**src/rtl/csa_sub_seq_if.sv**
```systemverilog
// Start/done bus for the sequential carry-select subtractor.
// Handshake: start is sampled only while idle; busy covers RUN and DONE; done is a one-cycle pulse.
interface csa_sub_seq_if #(
  parameter int WIDTH = 16
);
  logic             start;
  logic [WIDTH-1:0] a;
  logic [WIDTH-1:0] b;
  logic             bin;
  logic             busy;
  logic             done;
  logic [WIDTH-1:0] diff;
  logic             bout;
  logic             ovf;

  modport master (
    output start, a, b, bin,
    input  busy, done, diff, bout, ovf
  );

  modport slave (
    input  start, a, b, bin,
    output busy, done, diff, bout, ovf
  );
endinterface

```
**src/rtl/csa_sub_seq.sv**
```systemverilog
// Multi-cycle carry-select subtractor: diff = a - b - bin, one SLICE-bit slice per clock, LSB first.
// Optional signed-overflow flag built only when CSA_SUB_OVF_EN is defined.
module csa_sub_seq #(
  parameter int WIDTH = 16,
  parameter int SLICE = 4
) (
  input  logic         clk,
  input  logic         rst,
  csa_sub_seq_if.slave s,
  output logic [1:0]   state_dbg
);
  localparam int NS = WIDTH / SLICE;
  localparam int IW = (NS > 1) ? $clog2(NS) : 1;

  typedef enum logic [1:0] {
    IDLE = 2'd0,
    RUN  = 2'd1,
    DONE = 2'd2
  } state_t;

  state_t           state;
  logic [IW-1:0]    idx;
  logic             brw;
  logic [WIDTH-1:0] a_q;
  logic [WIDTH-1:0] b_q;
  logic [WIDTH-1:0] diff_q;
  logic             busy_q;
  logic             done_q;
  logic             bout_q;

  logic [SLICE-1:0] a_s;
  logic [SLICE-1:0] b_s;
  logic [SLICE:0]   d0;
  logic [SLICE:0]   d1;
  logic [SLICE:0]   sel;

  // Both borrow-in candidates are formed every cycle; the running borrow only picks one.
  // A carry-out of 1 from a + ~b (+1) means no borrow leaves the slice.
  always_comb begin
    a_s = a_q[idx*SLICE +: SLICE];
    b_s = b_q[idx*SLICE +: SLICE];
    d0  = {1'b0, a_s} + {1'b0, ~b_s} + (SLICE+1)'(1);
    d1  = {1'b0, a_s} + {1'b0, ~b_s};
    sel = brw ? d1 : d0;
  end

`ifdef CSA_SUB_OVF_EN
  logic ovf_q;
  always_ff @(posedge clk) begin
    if (rst) begin
      ovf_q <= 1'b0;
    end else if (state == RUN && idx == IW'(NS-1)) begin
      ovf_q <= (a_q[WIDTH-1] ^ b_q[WIDTH-1]) & (a_q[WIDTH-1] ^ sel[SLICE-1]);
    end
  end
  assign s.ovf = ovf_q;
`else
  assign s.ovf = 1'b0;
`endif

  always_ff @(posedge clk) begin
    if (rst) begin
      state  <= IDLE;
      idx    <= '0;
      brw    <= 1'b0;
      a_q    <= '0;
      b_q    <= '0;
      diff_q <= '0;
      busy_q <= 1'b0;
      done_q <= 1'b0;
      bout_q <= 1'b0;
    end else begin
      case (state)
        IDLE: begin
          if (s.start) begin
            a_q    <= s.a;
            b_q    <= s.b;
            brw    <= s.bin;
            idx    <= '0;
            busy_q <= 1'b1;
            state  <= RUN;
          end
        end
        RUN: begin
          diff_q[idx*SLICE +: SLICE] <= sel[SLICE-1:0];
          brw <= ~sel[SLICE];
          idx <= idx + IW'(1);
          if (idx == IW'(NS-1)) begin
            bout_q <= ~sel[SLICE];
            done_q <= 1'b1;
            state  <= DONE;
          end
        end
        DONE: begin
          done_q <= 1'b0;
          busy_q <= 1'b0;
          state  <= IDLE;
        end
        default: state <= IDLE;
      endcase
    end
  end

  assign s.busy    = busy_q;
  assign s.done    = done_q;
  assign s.diff    = diff_q;
  assign s.bout    = bout_q;
  assign state_dbg = state;
endmodule

```
**src/flat_wrapper.sv**
```systemverilog
// flat-port wrapper written by rule: the top's interface ports become plain ports
module csa_sub_seq_flat 
#(
  parameter int WIDTH = 16,
  parameter int SLICE = 4
)
  (clk, rst, state_dbg, s_start, s_a, s_b, s_bin, s_busy, s_done, s_diff, s_bout, s_ovf);
  csa_sub_seq_if #(.WIDTH(WIDTH)) s_i ();
  input  logic clk;
  input  logic rst;
  output logic [1:0] state_dbg;
  input wire logic [$bits(s_i.start)-1:0] s_start;
  input wire logic [$bits(s_i.a)-1:0] s_a;
  input wire logic [$bits(s_i.b)-1:0] s_b;
  input wire logic [$bits(s_i.bin)-1:0] s_bin;
  output wire logic [$bits(s_i.busy)-1:0] s_busy;
  output wire logic [$bits(s_i.done)-1:0] s_done;
  output wire logic [$bits(s_i.diff)-1:0] s_diff;
  output wire logic [$bits(s_i.bout)-1:0] s_bout;
  output wire logic [$bits(s_i.ovf)-1:0] s_ovf;
  assign s_i.start = s_start;
  assign s_i.a = s_a;
  assign s_i.b = s_b;
  assign s_i.bin = s_bin;
  assign s_busy = s_i.busy;
  assign s_done = s_i.done;
  assign s_diff = s_i.diff;
  assign s_bout = s_i.bout;
  assign s_ovf = s_i.ovf;
  csa_sub_seq #(.WIDTH(WIDTH), .SLICE(SLICE)) u_core (.clk(clk), .rst(rst), .s(s_i), .state_dbg(state_dbg));
endmodule
```
**config.mk**
```make
export PLATFORM = sky130hd
export DESIGN_NAME = csa_sub_seq_flat
export DESIGN_NICKNAME = d
export VERILOG_FILES = /design/src/rtl/csa_sub_seq_if.sv /design/src/rtl/csa_sub_seq.sv /design/src/flat_wrapper.sv
export SDC_FILE = /design/constraint.sdc
export NUM_CORES = 1
export LEC_CHECK = 0
export ABC_AREA = 1
export ABC_CLOCK_PERIOD_IN_PS = 2900
export BUFFER_PORTS_ARGS = -buffer_cell sky130_fd_sc_hd__buf_2
export CORE_MARGIN = 2
export CORE_UTILIZATION = 49
export DETAILED_ROUTE_END_ITERATION = 8
export GPL_TIMING_DRIVEN = 1
export PLACE_DENSITY = 0.82
export SLEW_MARGIN = 20
export SYNTH_ARGS = -nofsm -noshare
export SYNTH_HDL_FRONTEND = slang
export SYNTH_SLANG_ARGS = --single-unit
```
**constraint.sdc**
```tcl
create_clock -name clk -period 2.9 [get_ports clk]
set_clock_uncertainty 0.2 [all_clocks]
set_input_delay 0 -clock clk [delete_from_list [all_inputs] [get_ports clk]]
set_output_delay 0 -clock clk [all_outputs]
set_load 0.03 [all_outputs]
```
# After elaboration in Yosys (flattened, before gate mapping)
# Cells that the tools add are included.
[op_classes]
addsub = 4
eq_ne = 5
n_shift = 4
n_mux = 13
bitwise_logic = 2
n_reduce_logical = 10
[ops]
columns = ["op", "n"]
rows = [
  ["4-bit negator with 34-bit output", 1],
  ["4-bit by 34-bit variable shift with 16-bit output (first input constant)", 1],
  ["4-bit by 34-bit variable part select with 16-bit output", 1],
  ["16-bit by 5-bit variable part select with 4-bit output", 2],
  ["16-bit bitwise mux", 1],
  ["2-bit AND reduction", 6],
  ["2-bit case mux with 2 select lines", 2],
  ["2-bit 2-to-1 mux", 3],
  ["1-bit case mux with 2 select lines", 3],
  ["2-bit nonzero test", 3],
  ["4-bit by 4-bit adder with 5-bit output", 1],
  ["5-bit by 1-bit adder with 5-bit output (second input constant)", 1],
  ["5-bit 2-to-1 mux", 1],
  ["2-bit == test (second input constant)", 2],
  ["4-bit inverter", 1],
  ["1-bit 2-to-1 mux", 3],
  ["2-bit by 1-bit adder with 2-bit output (second input constant)", 1],
  ["2-bit by 1-bit == test with 1-bit output (second input constant)", 1],
  ["2-bit zero test", 1],
  ["2-bit by 1-bit != test with 1-bit output (second input constant)", 1],
  ["2-bit != test (second input constant)", 1],
  ["1-bit inverter", 1],
]
[totals]
register_bits = 56
input_bits = 36
output_inout_bits = 22
wordCells = 47

# Logic depth before layout (Yosys ltp)
[logic_depth]
depth_word = 7
mapped_depth = 16

# Worst setup path before layout
# Ideal clock, no wire load.
[synth_path]
path_kind = "reg2reg"
startpoint = "register u_core.idx[0]"
endpoint = "register u_core.diff_q[10], in the netlist u_core.s.diff[10]"
arrival_ns = 2.442
required_time_ns = 2.568
setup_slack_ns = 0.125
stages_incl_launch_ff = 14
synth_period_minus_slack_ns = 2.775
cell_sequence = "dfxtp_1 clkbuf_1 nand2_1 a32o_1 ha_1 fa_1 ha_1 inv_1 nor3_4 inv_2 nand2_1 inv_1 nand3_1 a21oi_1"
[synth_via]
elab_chain_len = 7
word_cells_on_any_way = 10
cone_classes = "add/sub (3); shift (4); mux (2); bitwise (1)"
[synth_rtl]
columns = ["item", "line_no", "source"]
rows = [
  ["start, declared", "csa_sub_seq.sv:22", "logic [IW-1:0] idx;"],
  ["start signal, assigned", "csa_sub_seq.sv:87", "idx <= idx + IW'(1);"],
  ["16-bit by 5-bit variable part select with 4-bit output", "csa_sub_seq.sv:41", "b_s = b_q[idx*SLICE +: SLICE];"],
  ["4-bit inverter", "csa_sub_seq.sv:42, csa_sub_seq.sv:43", ""],
  ["4-bit by 4-bit adder with 5-bit output", "csa_sub_seq.sv:42, csa_sub_seq.sv:43", ""],
  ["5-bit by 1-bit adder with 5-bit output", "csa_sub_seq.sv:42", "d0 = {1'b0, a_s} + {1'b0, ~b_s} + (SLICE+1)'(1);"],
  ["5-bit 2-to-1 mux", "csa_sub_seq.sv:44", "sel = brw ? d1 : d0;"],
  ["4-bit by 34-bit variable part select with 16-bit output", "csa_sub_seq.sv:85", "diff_q[idx*SLICE +: SLICE] <= sel[SLICE-1:0];"],
  ["16-bit bitwise mux (*)", "csa_sub_seq.sv:85", ""],
  ["end signal, assigned by index", "csa_sub_seq.sv:85", ""],
  ["end, declared", "csa_sub_seq.sv:26", "logic [WIDTH-1:0] diff_q;"],
]
# Every way passes the cells marked *; elsewhere a longest branch is shown, timed or not.
# A chain may end at the register's enable or synchronous reset.

# Final worst setup path
[layout_path]
startpoint = "register u_core.idx[0]"
endpoint = "register u_core.diff_q[13], in the netlist u_core.s.diff[13]"
# Same word-level chain as after synthesis.

==> summary.md <==
| Metric | Value |
|---|---|
| Outcome | `completed` |
| Syn Inst Count | `360` |
| Startpoint types | `register` |
| Worst Tran Pin Value | `0.842 ns` |
| Most common cell after layout, fill and taps aside | `nor2_1` |
| DR top layer | `met4` |
| Hold crit path type | `in -> reg` |
| Syn nets | `408` |
| GRT overflow | `0` |
| Slew headroom | `43.8%` |
| Crit Path Category | `reg -> reg` |
| Syn-to-layout area delta | `29.5%` |
| Largest net degree at the start of global routing | `37` |
| Syn Area/Cell | `7.40 sq um` |
| Period utilization | `93.6%` |
| Vias in the first global route | `2568` |
| Sum Neg Setup Slack | `0 ns` |
| Hpwl dp | `4.41 mm` |
| Setup violators final | `0` |
| Setup repair bufs after CTS | `0` |
| CTS root buffer | `clkbuf_8` |
| Area after DPL | `0.00301 sq mm` |
| Routed length on met3 | `310 um` |
| Nets | `496` |
| Critical Path, Cell by Cell | `buf_6 > nand2_1 > a32o_1 > ha_1 > fa_1 > ha_1 > nand2_1 > o21ai_1 > nand2_1 > nor2_2 > nand2_1 > a21oi_1` |
| Critical path data required time | `2.95 ns` |
| Critical Path Sink Type | `register` |
| Critical Path AT | `2.76 ns` |
| DR WL met2 | `3.35 mm` |
| Comb power frac | `31.2%` |
| TritonRoute pass-1 iters | `5` |
| Via count | `2705` |
| I/O pins | `58` |
| Std-Cell Rows | `26` |
| Ant. Diodes | `0` |
| Metal-1 WL | `2.90 mm` |
| CTS clk-pin slew, worst paths | `0.10 ns` |
| Seq cells post-synth | `56` |
| GRT Total Usage | `22.7%` |
| Fin crit period | `2.71 ns` |
| Routed Antenna Nets | `0` |
| GP Congestion | `0.861` |
| Int Power | `1.24 mW` |
| Sw Ratio | `34.1%` |
| Worst vdd ir | `0.000273 V` |
| Dpl ws | `0.157 ns` |
| Final instance area | `0.00345 sq mm` |
| Synth warn | `0` |
| Util after Layout | `66.7%` |
| Crit-path slowest cell | `fa_1` |
| Port Buffers | `56` |
| Initial antenna violation count | `0` |
| CTS tree | `built` |
| NetSw | `640 uW` |
| Sequential power share | `45.4%` |
| H-tree levels | `2` |
| TritonCTS Sinks | `56` |
| Static leakage | `1.53 nW` |
| Initial Util | `51.5%` |
| Drt drc | `0` |
| Total power | `1.88 mW` |
| Final WS setup | `0.187 ns` |
| Die height | `77.7 um` |
| Die X | `77.7 um` |
| Worst R2R Setup Slack | `0.19 ns` |
| Routed WL | `6.73 mm` |
| Critical path peak fanout | `10` |
| Final Hold Viols | `0` |
| Post-synth cell types | `28` |
| First-pass GRT wire length | `11.1 mm` |
| Max_cap viols | `0` |
| RSZ-0062 raised after global routing | `false` |
| Average wire per standard cell | `13.0 um` |
| Fmax | `369 MHz` |
| DR iter-0 viols | `197` |
| Commonest non-fill, non-tap cells in the layout | `77 x nor2_1, 57 x buf_2, 56 x nand2_1, 56 x dfxtp_1, 46 x o21ai_0` |
| Clock power frac | `23.5%` |
| Delay of the slowest cell on the worst path | `0.49 ns` |
| Cts bufs inserted | `5` |
| Clock Path Buffers | `2` |
| Synth Cell Area | `0.00266 sq mm` |
| P per Cell Area | `544 mW/mm^2` |
| Top cell by count, worst path | `nand2_1` |
| Die area | `0.00604 sq mm` |
| Post-synthesis sequential area ratio | `42.1%` |
| Vias per Instance | `5.21` |
| Slew Limit Fails | `0` |
| Clock latency at the later pin of the worst-skew pair | `0.31 ns` |
| CORE AREA | `0.00517 sq mm` |
| Layout cell share with drive strength beyond 1 | `22.9%` |
==> cells in the mapped netlist <==
library cell,instances,share of area [%]
ha_1,11,5.2
nor4_4,1,0.80
clkbuf_1,9,1.3
nor2_4,1,0.42
nand2_2,5,1.2
conb_1,1,0.14
a21oi_1,28,5.3
nor2_2,3,0.70
nor2_1,78,11
o21ai_1,3,0.56
nand3_1,11,2.1
inv_1,15,2.1
buf_2,6,1.1
a32o_1,4,1.5
xnor2_1,1,0.33
nor2_8,1,0.75
nand2_4,1,0.42
o21ai_2,1,0.33
nor3_2,1,0.38
nor3_4,1,0.61
dfxtp_1,56,42
fa_1,1,0.75
o21ai_0,46,8.6
o22ai_1,4,0.94
nand3_2,5,1.9
inv_2,8,1.1
buf_4,2,0.56
nand2_1,56,7.9
==> worst max-delay path: cells and delay by family, from the launching register on <==
kind	cells	cell delay [ns]
AO/OA/AOI/OAI	3	0.49
adder cells (fa/ha/maj)	3	1.02
buffers and inverters	1	0.16
flip-flops	1	0.39
AND/OR/NAND/NOR	5	0.38
==> what timing repair did <==
action,in CTS,in global routing
hold endpoints to repair,53,0
hold buffers,34,0
setup endpoints to repair,0,8
resized for setup,0,4
==> metrics by stage <==
stage / instances / hold slack [ns]
floorplan: 360 / -0.0522
global placement: 476 / 0.0390
detailed placement: 476 / 0.0476
CTS: 518 / 0.116
global route: 519 / 0.145
finish: 519 / 0.120
==> sequential cells by signal (all words and copies together) (netlist names) <==
name and cells:
u_core.s.done 1, u_core.state_dbg 2, u_core.b_q 16, u_core.a_q 16, u_core.s.busy 1, u_core.s.diff 16, u_core.brw 1, u_core.idx 2
u_core.s.bout 1
==> power by group through the flow <==
stage                     sequential, mW  combinational (mW)  clock [mW]
after CTS                          0.850               0.575       0.444
after global placement             0.867               0.513           0
after detailed placement           0.867               0.539           0
after floorplan                    0.878               0.403           0
final                              0.852               0.585       0.440
after global routing               0.858               0.655       0.475
==> worst paths after layout <==
kind / startpoint / to / depth (start not counted)
setup / recovery: u_core.idx[0] / u_core.s.diff[13] / 12
hold / removal: s_start / u_core.state_dbg[0] / 4
setup reg to reg: u_core.idx[0] / u_core.s.diff[13] / 12
hold reg to reg: u_core.s.diff[7] / u_core.s.diff[7] / 2
==> logic make-up after synthesis <==
group	synth area share, %
compound gates	17.2
xor+xnor	0.329
fa+ha+maj	5.92
buf+inv	6.20
flops	42.1
other cells	0.141
simple gates	28.1
==> area by class of cell <==
type / count / area (sq um)
Timing Repair Buffer: 98 / 682
Sequential cell: 56 / 1120
Multi-Input combinational cell: 264 / 1380
Clock inverter: 2 / 10.0
Tap cell: 70 / 87.6
Fill cell: 417 / 1720
Inverter: 23 / 86.3
Clock buffer: 6 / 82.6
==> routing by layer <==
| metal | vias to the layer above | global-route usage [%] |
|---|---|---|
| met5 | - | 0 |
| met4 | 0 | 9.64 |
| met3 | 18 | 3.26 |
| met2 | 96 | 39.4 |
| met1 | 1245 | 27.9 |
| li1 | 1346 | - |
No activity file was read; power rests on OpenSTA's default activity.
